--- src/rtl/perm_pkg.sv ---
// Shared sizing, vector types and FSM states for the permutation address sequencer.
package perm_pkg;
    localparam int LANES  = 16;
    localparam int LANE_W = 32;
    localparam int ADDR_W = 4;
    localparam int BEAT_W = 8;

    typedef logic [LANES*LANE_W-1:0] lane_vec_t;
    typedef logic [LANES*ADDR_W-1:0] addr_vec_t;
    typedef logic [ADDR_W-1:0]       addr_t;
    typedef logic [BEAT_W-1:0]       beat_t;

    typedef enum logic {IDLE, RUN} state_t;
endpackage

--- src/rtl/perm_addr_vec_gen.sv ---
// Combinational generator of the packed per-lane rotation addresses for one beat.
module perm_addr_vec_gen
    import perm_pkg::*;
(
    input  logic [ADDR_W-1:0]       base,
    input  logic [ADDR_W-1:0]       stride,
    output logic [LANES*ADDR_W-1:0] addr_vec
);
    // The permute stage rotates lane i by its own index, so to land on source lane
    // (base + i*stride) the address carried is base + i*(stride-1), modulo LANES.
    addr_t stride_m1;
    assign stride_m1 = stride - addr_t'(1);

    for (genvar i = 0; i < LANES; i++) begin : g_lane
        assign addr_vec[i*ADDR_W +: ADDR_W] = base + addr_t'(i) * stride_m1;
    end
endmodule

--- src/rtl/perm_addr_seq.sv ---
// Command-driven sequencer that registers each input vector together with its lane addresses.
// Optional build macro PERM_ADDR_SEQ_BIJ_CHECK_EN adds the sticky err_non_bij flag.
module perm_addr_seq
    import perm_pkg::*;
(
    input  logic                    clk,
    input  logic                    reset,
    input  logic                    cmd_valid,
    output logic                    cmd_ready,
    input  logic [ADDR_W-1:0]       cmd_base,
    input  logic [ADDR_W-1:0]       cmd_stride,
    input  logic [ADDR_W-1:0]       cmd_step,
    input  logic [BEAT_W-1:0]       cmd_beats,
    input  logic                    in_valid,
    output logic                    in_ready,
    input  logic [LANES*LANE_W-1:0] in_data,
    output logic                    t_valid,
    input  logic                    t_ready,
    output logic [LANES*LANE_W-1:0] t_data_dat,
    output logic [LANES*ADDR_W-1:0] t_addr_dat,
    output logic                    t_last,
    output logic                    done
`ifdef PERM_ADDR_SEQ_BIJ_CHECK_EN
   ,output logic                    err_non_bij
`endif
);
    state_t    state;
    state_t    next_state;
    addr_t     base_cur;
    addr_t     stride_q;
    addr_t     step_q;
    beat_t     rem;
    logic      zero_done_q;
    addr_vec_t addr_next;
    logic      cmd_fire;
    logic      in_fire;
    logic      out_fire;
    logic      last_in;

    assign cmd_fire = cmd_valid & cmd_ready;
    assign in_fire  = in_valid & in_ready;
    assign out_fire = t_valid & t_ready;
    assign last_in  = (rem == beat_t'(1));

    perm_addr_vec_gen u_addr_gen (
        .base     (base_cur),
        .stride   (stride_q),
        .addr_vec (addr_next)
    );

    always_ff @(posedge clk or posedge reset) begin
        if (reset)
            state <= IDLE;
        else
            state <= next_state;
    end

    always_comb begin
        next_state = state;
        case (state)
            IDLE:    if (cmd_fire && cmd_beats != '0) next_state = RUN;
            RUN:     if (in_fire && last_in) next_state = IDLE;
            default: next_state = IDLE;
        endcase
    end

    // The output register is one deep, so a new beat is taken only when the slot drains this cycle.
    always_comb begin
        cmd_ready = (state == IDLE);
        in_ready  = (state == RUN) && (!t_valid || t_ready);
        done      = zero_done_q | (out_fire & t_last);
    end

    always_ff @(posedge clk or posedge reset) begin
        if (reset) begin
            base_cur    <= '0;
            stride_q    <= '0;
            step_q      <= '0;
            rem         <= '0;
            zero_done_q <= 1'b0;
        end else begin
            zero_done_q <= cmd_fire && (cmd_beats == '0);
            if (cmd_fire) begin
                base_cur <= cmd_base;
                stride_q <= cmd_stride;
                step_q   <= cmd_step;
                rem      <= cmd_beats;
            end else if (in_fire) begin
                base_cur <= base_cur + step_q;
                rem      <= rem - beat_t'(1);
            end
        end
    end

    always_ff @(posedge clk or posedge reset) begin
        if (reset) begin
            t_valid    <= 1'b0;
            t_last     <= 1'b0;
            t_data_dat <= '0;
            t_addr_dat <= '0;
        end else if (in_fire) begin
            t_valid    <= 1'b1;
            t_last     <= last_in;
            t_data_dat <= in_data;
            t_addr_dat <= addr_next;
        end else if (out_fire) begin
            t_valid <= 1'b0;
            t_last  <= 1'b0;
        end
    end

`ifdef PERM_ADDR_SEQ_BIJ_CHECK_EN
    // An even stride maps two output lanes onto the same source lane, so the gather is not a permutation.
    always_ff @(posedge clk or posedge reset) begin
        if (reset)
            err_non_bij <= 1'b0;
        else if (cmd_fire && !cmd_stride[0] && cmd_beats != '0)
            err_non_bij <= 1'b1;
    end
`endif
endmodule
--- config.mk ---
export PLATFORM = sky130hd
export DESIGN_NAME = perm_addr_seq
export DESIGN_NICKNAME = d
export VERILOG_FILES = /design/src/rtl/perm_pkg.sv /design/src/rtl/perm_addr_vec_gen.sv /design/src/rtl/perm_addr_seq.sv
export SDC_FILE = /design/constraint.sdc
export NUM_CORES = 1
export LEC_CHECK = 0
export ABC_AREA = 1
export CORE_AREA = 2 2 441 443
export DETAILED_ROUTE_END_ITERATION = 7
export DIE_AREA = 0 0 443 445
export PLACE_DENSITY = 0.42
export SLEW_MARGIN = 20
export SYNTH_ARGS = -nofsm -noshare
export SYNTH_HDL_FRONTEND = slang
export SYNTH_SLANG_ARGS = --single-unit
--- constraint.sdc ---
create_clock -name clk -period 20.6 [get_ports clk]
set_clock_uncertainty 0.05 [all_clocks]
set_input_delay 4.12 -clock clk [delete_from_list [all_inputs] [get_ports clk]]
set_output_delay 4.12 -clock clk [all_outputs]
set_load 0.005 [all_outputs]
==> flow_summary.ini <==
[floorplanning]
io-pin-count = 1118
start_util = 0.120
die-area_mm2 = 0.197
rows = 161
dieWidth_um = 443
core_region_area_mm2 = 0.192
die_h_um = 445

[sta]
tightest_slew_ps = 1070
rsz0062_at_grt = no
fin_crit_sh = 0.483
slew_headroom = 0.286
hold_violations = 0
setup_tns_ps = 0
fmax_mhz = 101
fin_ws_ps = 10660
finalSetupViolCount = 0
drv_slew = 0
post-route-min-period_ps = 9940

[place]
portBuffers = 1117
gp_congestion = 0.932
post-place-ws_ps = 10610
place_hpwl_um = 96000

[setup_path]
cp_data_arrival_time_ps = 5770
cp-end-kind = output pin
cp-start-kind = input pin
path_max_fanout = 3
crit_chain = clkdlybuf4s50_1 -> inv_2 -> a21oi_4 -> clkdlybuf4s50_1
path_class = in -> out
cp_top_family = buffers and inverters
crit_path_top_delay_cell = clkdlybuf4s50_1
worst_ep_required_time_ps = 16430
path_common_cell = clkdlybuf4s50_1
path_buf_inv = 3
slowest_delay_ps = 770

[routing]
vias_per_cell = 3.38
drtIter0Drc = 1379
drt-total-wl_um = 126000
vias = 21200
wl_per_cell_um = 20.1
dr.pass1.iters = 7
route.antenna.remaining_nets = 0
drc = 0

[cts]
cts_root_buffer = clkbuf_16
cts_post_setup_buffers_inserted = 0
clk_latency_ps = 690
cts_buffers = 77
path_clk_slew_ps = 60
cts_hold_repair.buffers = 0
cts_buffer_depth = 3
cts_resized = 0
cts.sinks = 571
cts-htree-levels = 3
cts_tree = yes

[power_and_ir_drop]
pwr-share-seq = 0.325
net-switching-power_uw = 2150
power_density_mw_per_mm2 = 147
p_int_uw = 3630
combinationalPowerShare = 0.434
ir_drop_v = 0.0000754
p_clk_frac = 0.241
p_leak_uw = 0.0182
power.total_uw = 5790
switching_share = 0.372

[synth]
synth-async-reset-ratio = 1.00
synth.top_cells.by_area = dfrtp_1 62%, nand2_1 27%, buf_4 1.9%
synth_edf_count = 0
synth_area_mm2 = 0.0230
synth_area_leader_cell = dfrtp_1
synth_cell_type_count = 31
ys_warn_count = 0
ys_seq_area_frac = 0.621
synth_cells = 2611
ys_seq_elements = 571
syn_avg_cell_area_um2 = 8.82
synth_fp_nets = 3186
synth.top_cell.area_share = 0.621
synth_ff_type = dfrtp_1

[layout]
syn_to_final_growth_pct = 70.4
drive_gt1_frac = 0.0397
nNetsFinal = 4244

[run]
cap_violations = 0

[status]
status = finished, final reports clean

[grt]
track_usage = 0.123
grt_pass1_vias = 21200
antenna_found_initial = 46
overflow = 0
grt_pass1_wl_um = 172000
grt_max_degree = 161

[worst_hold_path]
hold_class = reg -> reg
path summary, 6_finish.rpt:
kind | from | to | slack (ps) | cells past startpoint
worst min-delay path | t_data_dat[74] | t_data_dat[74] | 430 | 2
worst max register to register | stride_q[0] | t_addr_dat[47] | 16530 | 16
worst min register to register | t_data_dat[74] | t_data_dat[74] | 430 | 2
max in group asynchronous | reset | t_data_dat[120] | 13350 | 5
worst max-delay path | t_ready | in_ready | 10660 | 4
min in group asynchronous | reset | t_data_dat[151] | 3880 | 2
cell type report:
| class | count | area (µm²) |
|---|---|---|
| Timing Repair Buffer | 1136 | 11300 |
| Fill cell | 21200 | 153000 |
| Antenna cell | 9 | 22.5 |
| Tap cell | 2526 | 3160 |
| Inverter | 43 | 185 |
| Sequential cell | 571 | 14300 |
| Clock buffer | 105 | 2140 |
| Clock inverter | 31 | 410 |
| Multi-Input combinational cell | 1840 | 7690 |
logic make-up (layout without fill, tap and decap cells):
kind of cell,count (synthesis),after routing,share of synthesized area
buffers and inverters,200,1315,0.0456
adder cells (fa/ha/maj),38,38,0.0255
AO/OA/AOI/OAI,53,53,0.0139
XOR/XNOR,31,31,0.0118
AND/OR/NAND/NOR,1718,1718,0.283
other,0,9,0
flip-flops,571,571,0.621
synth_stat cells (2+ instances only):
master	instances
nand2_1	1669
dfrtp_1	571
buf_2	60
buf_4	57
inv_1	40
clkbuf_1	34
nand3_1	26
o21ai_0	26
ha_1	23
xor2_1	17
fa_1	15
nor2_1	14
xnor2_1	14
o21ai_1	8
o211ai_1	6
o221ai_1	5
a21oi_1	4
buf_1	4
nor3_1	4
a31o_2	2
inv_2	2
tightest hold or removal path: cells and delay by family (launching register included):
family           cells  cell delay (ps)
flip-flops           1              340
AND/OR/NAND/NOR      2              100
stage by stage:
step / utilization / hold slack, ps / std cells / instance area (µm²)
after floorplan: - / 392 / 2611 / 23000
after global placement: 0.191 / 411 / 6116 / 36700
after detailed placement: 0.191 / 414 / 6116 / 36700
after CTS: 0.204 / 429 / 6252 / 39200
after global routing: 0.204 / 440 / 6260 / 39200
final: 0.204 / 425 / 6261 / 39200
power by group through the flow:
stage               registers (µW)  clock network (µW)  logic [µW]
floorplan                     1860                   0        1020
global placement              1880                   0        2560
detailed placement            1880                   0        2560
CTS                           1880                1460        2580
global route                  1930                1500        2770
finish                        1880                1400        2510
state kept, by name (all words and copies together) (netlist names):
name / flops
step_q: 4
t_addr_dat: 35
rem: 8
state: 1
base_cur: 4
t_valid: 1
t_last: 1
t_data_dat: 512
stride_q: 4
zero_done_q: 1
cells in the final DEF, fill, tap and decap left out, types with 15 or more instances in the layout:
| cell type | instances |
|---|---|
| fa_1 | 15 |
| nand2_1 | 1669 |
| o21ai_0 | 26 |
| inv_1 | 39 |
| ha_1 | 23 |
| buf_4 | 18 |
| clkbuf_16 | 77 |
| clkbuf_1 | 17 |
| xor2_1 | 17 |
| nand3_1 | 26 |
| dfrtp_1 | 571 |
| clkdlybuf4s50_1 | 1117 |
routing by layer:
metal,part of all wire,global-route usage,up-vias
met5,0.00033,0,-
met4,0.029,0.0420,6
met3,0.090,0.0463,185
met2,0.48,0.204,747
met1,0.40,0.146,10200
li1,-,-,10000
No activity file was read; power rests on OpenSTA's default activity.
